$ cat config.mk
export PLATFORM = sky130hd
export DESIGN_NAME = uriscv_muldiv_arb
export DESIGN_NICKNAME = d
export VERILOG_FILES = /design/src/rtl/uriscv_muldiv_arb.sv
export SDC_FILE = /design/constraint.sdc
export NUM_CORES = 1
export LEC_CHECK = 0
export ABC_AREA = 1
export CORE_UTILIZATION = 33
export CTS_CLUSTER_SIZE = 16
export DETAILED_ROUTE_END_ITERATION = 7
export HOLD_SLACK_MARGIN = 0.03
export PLACE_DENSITY = 0.67
export SLEW_MARGIN = 15
export SYNTH_ARGS = -nofsm -noshare
export SYNTH_HDL_FRONTEND = slang
export SYNTH_SLANG_ARGS = --single-unit
$ cat constraint.sdc
create_clock -name clk_i -period 3.83 [get_ports clk_i]
set_input_delay 0.5745 -clock clk_i [delete_from_list [all_inputs] [get_ports clk_i]]
set_output_delay 0.5745 -clock clk_i [all_outputs]
set_load 0.1 [all_outputs]
$ cat src/rtl/uriscv_muldiv_arb.sv
// Two-requester round-robin front end for a single uriscv_muldiv unit.
// One operation in flight at a time; a watchdog turns a lost md_ready_i into an error response.
module uriscv_muldiv_arb #(
    parameter int TAG_W       = 4,
    parameter int TIMEOUT_CYC = 64
) (
    input  logic               clk_i,
    input  logic               rst_ni,
    input  logic [1:0]         req_valid_i,
    output logic [1:0]         req_ready_o,
    input  logic [5:0]         req_op_i,
    input  logic [63:0]        req_a_i,
    input  logic [63:0]        req_b_i,
    input  logic [2*TAG_W-1:0] req_tag_i,
    output logic               resp_valid_o,
    input  logic               resp_ready_i,
    output logic               resp_id_o,
    output logic [TAG_W-1:0]   resp_tag_o,
    output logic [31:0]        resp_result_o,
    output logic               resp_err_o,
    output logic               md_valid_o,
    output logic [7:0]         md_inst_o,
    output logic [31:0]        md_ra_o,
    output logic [31:0]        md_rb_o,
    input  logic               md_stall_i,
    input  logic               md_ready_i,
    input  logic [31:0]        md_result_i,
    output logic [1:0]         dbg_state_o
);

    // Handshakes: a transfer happens on a rising edge where valid and ready are both 1;
    // a requester holds its payload stable while valid=1 and not yet accepted.
    localparam int CNT_W = $clog2(TIMEOUT_CYC + 1);

    typedef enum logic [1:0] {
        S_IDLE  = 2'd0,
        S_ISSUE = 2'd1,
        S_WAIT  = 2'd2,
        S_RESP  = 2'd3
    } state_t;

    state_t             state_q, state_d;
    logic               ptr_q;
    logic [2:0]         op_q;
    logic [31:0]        a_q, b_q;
    logic [TAG_W-1:0]   tag_q;
    logic               id_q;
    logic [CNT_W-1:0]   cnt_q;
    logic [31:0]        result_q;
    logic               err_q;
    logic               md_valid_q;
    logic [7:0]         md_inst_q;
    logic [31:0]        md_ra_q, md_rb_q;

    logic               any_req;
    logic               grant;
    logic [2:0]         sel_op, issue_op;
    logic [31:0]        sel_a, sel_b, issue_a, issue_b;
    logic [TAG_W-1:0]   sel_tag;
    logic               timeout;

    // On a tie the requester that did not win last time gets the grant.
    assign any_req  = |req_valid_i;
    assign grant    = (&req_valid_i) ? ~ptr_q : req_valid_i[1];
    assign sel_op   = grant ? req_op_i[5:3]   : req_op_i[2:0];
    assign sel_a    = grant ? req_a_i[63:32]  : req_a_i[31:0];
    assign sel_b    = grant ? req_b_i[63:32]  : req_b_i[31:0];
    assign sel_tag  = grant ? req_tag_i[2*TAG_W-1:TAG_W] : req_tag_i[TAG_W-1:0];
    assign issue_op = (state_q == S_IDLE) ? sel_op : op_q;
    assign issue_a  = (state_q == S_IDLE) ? sel_a  : a_q;
    assign issue_b  = (state_q == S_IDLE) ? sel_b  : b_q;
    assign timeout  = (cnt_q == CNT_W'(TIMEOUT_CYC));

    always_ff @(posedge clk_i or negedge rst_ni) begin
        if (!rst_ni) state_q <= S_IDLE;
        else         state_q <= state_d;
    end

    always_comb begin
        state_d = state_q;
        case (state_q)
            S_IDLE:  if (any_req)                 state_d = S_ISSUE;
            S_ISSUE: if (!md_stall_i)             state_d = S_WAIT;
            S_WAIT:  if (md_ready_i || timeout)   state_d = S_RESP;
            S_RESP:  if (resp_ready_i)            state_d = S_IDLE;
            default:                              state_d = S_IDLE;
        endcase
    end

    // Unit-facing outputs come straight from flops, loaded from the next state.
    always_ff @(posedge clk_i or negedge rst_ni) begin
        if (!rst_ni) begin
            ptr_q      <= 1'b1;
            op_q       <= '0;
            a_q        <= '0;
            b_q        <= '0;
            tag_q      <= '0;
            id_q       <= 1'b0;
            cnt_q      <= '0;
            result_q   <= '0;
            err_q      <= 1'b0;
            md_valid_q <= 1'b0;
            md_inst_q  <= '0;
            md_ra_q    <= '0;
            md_rb_q    <= '0;
        end else begin
            md_valid_q <= (state_d == S_ISSUE);
            md_inst_q  <= (state_d == S_ISSUE) ? (8'd1 << issue_op) : 8'd0;
            md_ra_q    <= (state_d == S_ISSUE) ? issue_a : 32'd0;
            md_rb_q    <= (state_d == S_ISSUE) ? issue_b : 32'd0;
            case (state_q)
                S_IDLE: begin
                    if (any_req) begin
                        op_q  <= sel_op;
                        a_q   <= sel_a;
                        b_q   <= sel_b;
                        tag_q <= sel_tag;
                        id_q  <= grant;
                        ptr_q <= grant;
                    end
                end
                S_ISSUE: cnt_q <= CNT_W'(1);
                S_WAIT: begin
                    // A ready arriving on the expiry cycle still counts as a real result.
                    if (md_ready_i) begin
                        result_q <= md_result_i;
                        err_q    <= 1'b0;
                    end else if (timeout) begin
                        result_q <= '0;
                        err_q    <= 1'b1;
                    end else begin
                        cnt_q <= cnt_q + CNT_W'(1);
                    end
                end
                default: ;
            endcase
        end
    end

    always_comb begin
        req_ready_o   = 2'b00;
        resp_valid_o  = 1'b0;
        resp_id_o     = 1'b0;
        resp_tag_o    = '0;
        resp_result_o = '0;
        resp_err_o    = 1'b0;
        if (state_q == S_IDLE && rst_ni && any_req)
            req_ready_o = grant ? 2'b10 : 2'b01;
        if (state_q == S_RESP) begin
            resp_valid_o  = 1'b1;
            resp_id_o     = id_q;
            resp_tag_o    = tag_q;
            resp_result_o = result_q;
            resp_err_o    = err_q;
        end
    end

    assign md_valid_o  = md_valid_q;
    assign md_inst_o   = md_inst_q;
    assign md_ra_o     = md_ra_q;
    assign md_rb_o     = md_rb_q;
    assign dbg_state_o = state_q;

endmodule

==> results.toml <==
[sta]
period_needed_ns = 2.864
tns_ns = 0
max_slew_margin = 0.2647
skew_ns = 0.01081
hold_viol_final = 0
fmax_mhz = 349.1
rsz0062_at_grt = "no"
tightest_slew_ns = 1.102
setup_violations = 0
drv_slew = 0
finalCritPeriodShare = 0.7478

[cts]
postCtsSetupBuffers = 0
clkTransAtPathRegs_ns = 0.08
clkLatencyLatePin_ns = 0.43
cts_made_buffers = 17
cts_sinks = 188
cts_tree = "yes"
cts_root_buf = "clkbuf_16"
hold_buffers = 0
htreeDepth = 4
cts_resized = 0
cts_max_path_buffers = 2

[setup_path]
required_ns = 3.26
crit_path_top_delay_cell = "dfrtp_1"
path_class = "reg -> out"
start_kind = "flop"
crit_arrival_ns = 2.29
cp-end-kind = "primary output"
crit_top_cell = "buf_4"
regToRegEndpoint = "md_rb_o[3]"
slowest_delay_ns = 0.48
worstPathCellList = "nand2_1 > buf_4 > nor2_1 > buf_4"
r2r_slack_ns = 1.46
reg2reg_from = "dbg_state_o[0]"
critPathBufInv = 2
crit_family = "buffers and inverters"
r2r_cells = 7
worstPathMaxFanout = 24

[route]
drc = 13
viasPerCell = 4.451
drtIter0Drc = 430
avgRoutedWirePerCell_um = 13.32
ant_nets = 0
drt_wl_total_um = 23080
num_vias = 7714
drt_pass1_iterations = 7

[synthesis]
yosysSeqAreaShare = 0.5313
yosys_warnings = 0
syn_area_per_cell_um2 = 7.866
netlist_area_um2 = 8857
synthCells = 1126
synth_nets = 1309
yosys_register_bits = 188
yosysUniqueCellTypes = 33

[place]
dp_cells = 1701
gp_congestion = 0.8407
dpl.hpwl_um = 16000
io_buffers = 296

[die]
fp.coreArea_um2 = 26210
die_x_um = 165.8
rows = 59
ios = 297
initial_core_util = 0.3380
die_h_um = 165.8
fp.dieArea_um2 = 27500

[global_route]
antenna_found_initial = 0
overflow = 0
grt_pass1_wl_um = 37960
grt_pass1_vias = 7179
grtUsageTotal = 0.1721
grt_max_degree = 138

[finish]
fin_cells = 1733
layout_commonest_cell = "nand2_1"
nets = 1568
multi_input_area_um2 = 3023
regArea_um2 = 4706
layout_common_cells = "nand2_1 (278), clkdlybuf4s50_1 (254), inv_1 (187), dfrtp_1 (187), nor2_1 (124)"
area_growth_pct = 40.18
drive_gt1_frac = 0.07654
fillers = 2561
diodes = 0

[run_status]
outcome = "finished with violations"
violations = "design-rule violations"

[worst_hold_path]
hp-class = "in -> async"

[flow_run]
drv_cap = 0
==> layout make-up <==
cell class | count | share of cell area
Multi-Input combinational cell | 681 | 0.2435
Timing Repair Buffer | 303 | 0.2379
Clock inverter | 13 | 0.01048
Tap cell | 335 | 0.03376
Clock buffer | 19 | 0.03648
Sequential cell | 188 | 0.3790
Inverter | 194 | 0.05885
==> synth_stat cells, drive strengths merged <==
master	instances	share of area
nand3b	1	0.00085
o22ai	4	0.0028
or2	3	0.0021
o21ai	233	0.14
xor2	1	0.00099
ha	2	0.0028
nor2	126	0.054
dfrtp	187	0.53
nand2	281	0.12
o211ai	1	0.00085
a31oi	2	0.0014
a21oi	1	0.00056
buf	48	0.040
a21o	1	0.00085
nor3	1	0.00056
nand4	1	0.00071
clkbuf	15	0.0065
nand3	22	0.013
xnor2	1	0.00099
inv	194	0.082
dfstp	1	0.0030
==> state kept, by name (all words and copies together), names as in the netlist <==
signal / cells
cnt_q: 7
md_inst_o: 8
tag_q: 4
md_rb_o: 32
dbg_state_o: 2
md_valid_o: 1
op_q: 3
a_q: 32
id_q: 1
md_ra_o: 32
ptr_q: 1
err_q: 1
result_q: 32
b_q: 32
==> routing by layer <==
layer | routed length [um] | track usage
met4 | 458 | 0.06339
met2 | 11120 | 0.2848
met5 | 0 | 0
met1 | 10540 | 0.2281
met3 | 957 | 0.02717
==> stage by stage <==
stage | worst slack, ns | instance area [um2] | hold WS (ns) | utilization
finish | 0.9658 | 12420 | 0.1103 | 0.4738
detailed placement | 1.189 | 11830 | 0.4732 | 0.4515
floorplan | 0.3422 | 8862 | 0.2789 | -
CTS | 1.014 | 12420 | 0.1168 | 0.4738
global placement | 1.197 | 11830 | 0.4656 | 0.4515
global route | 0.8822 | 12420 | 0.1252 | 0.4738
==> how the worst max path moves through the flow <==
stage | start | endpoint | slack [ns] | cells past startpoint
after floorplan | dbg_state_o[0] | resp_result_o[11] | 0.34 | 4
after global placement | req_valid_i[1] | req_ready_o[1] | 1.20 | 6
after detailed placement | req_valid_i[1] | req_ready_o[1] | 1.19 | 6
after CTS | dbg_state_o[0] | resp_result_o[2] | 1.01 | 4
after global routing | dbg_state_o[0] | resp_result_o[2] | 0.88 | 4
final | dbg_state_o[0] | resp_result_o[2] | 0.97 | 4
==> cells by family after synthesis <==
group,Yosys count,synth area share
AOI/OAI and AO/OA,242,0.1437
xor gates and xnor gates,2,0.001978
DFF,188,0.5313
adders and majority gates,2,0.002825
buffers and inverters,257,0.1285
and+or+nand+nor,435,0.1917
Power is left out: the tool's default activity adds up to more than one toggle a clock period on the data nets, which glitch-free logic cannot reach.
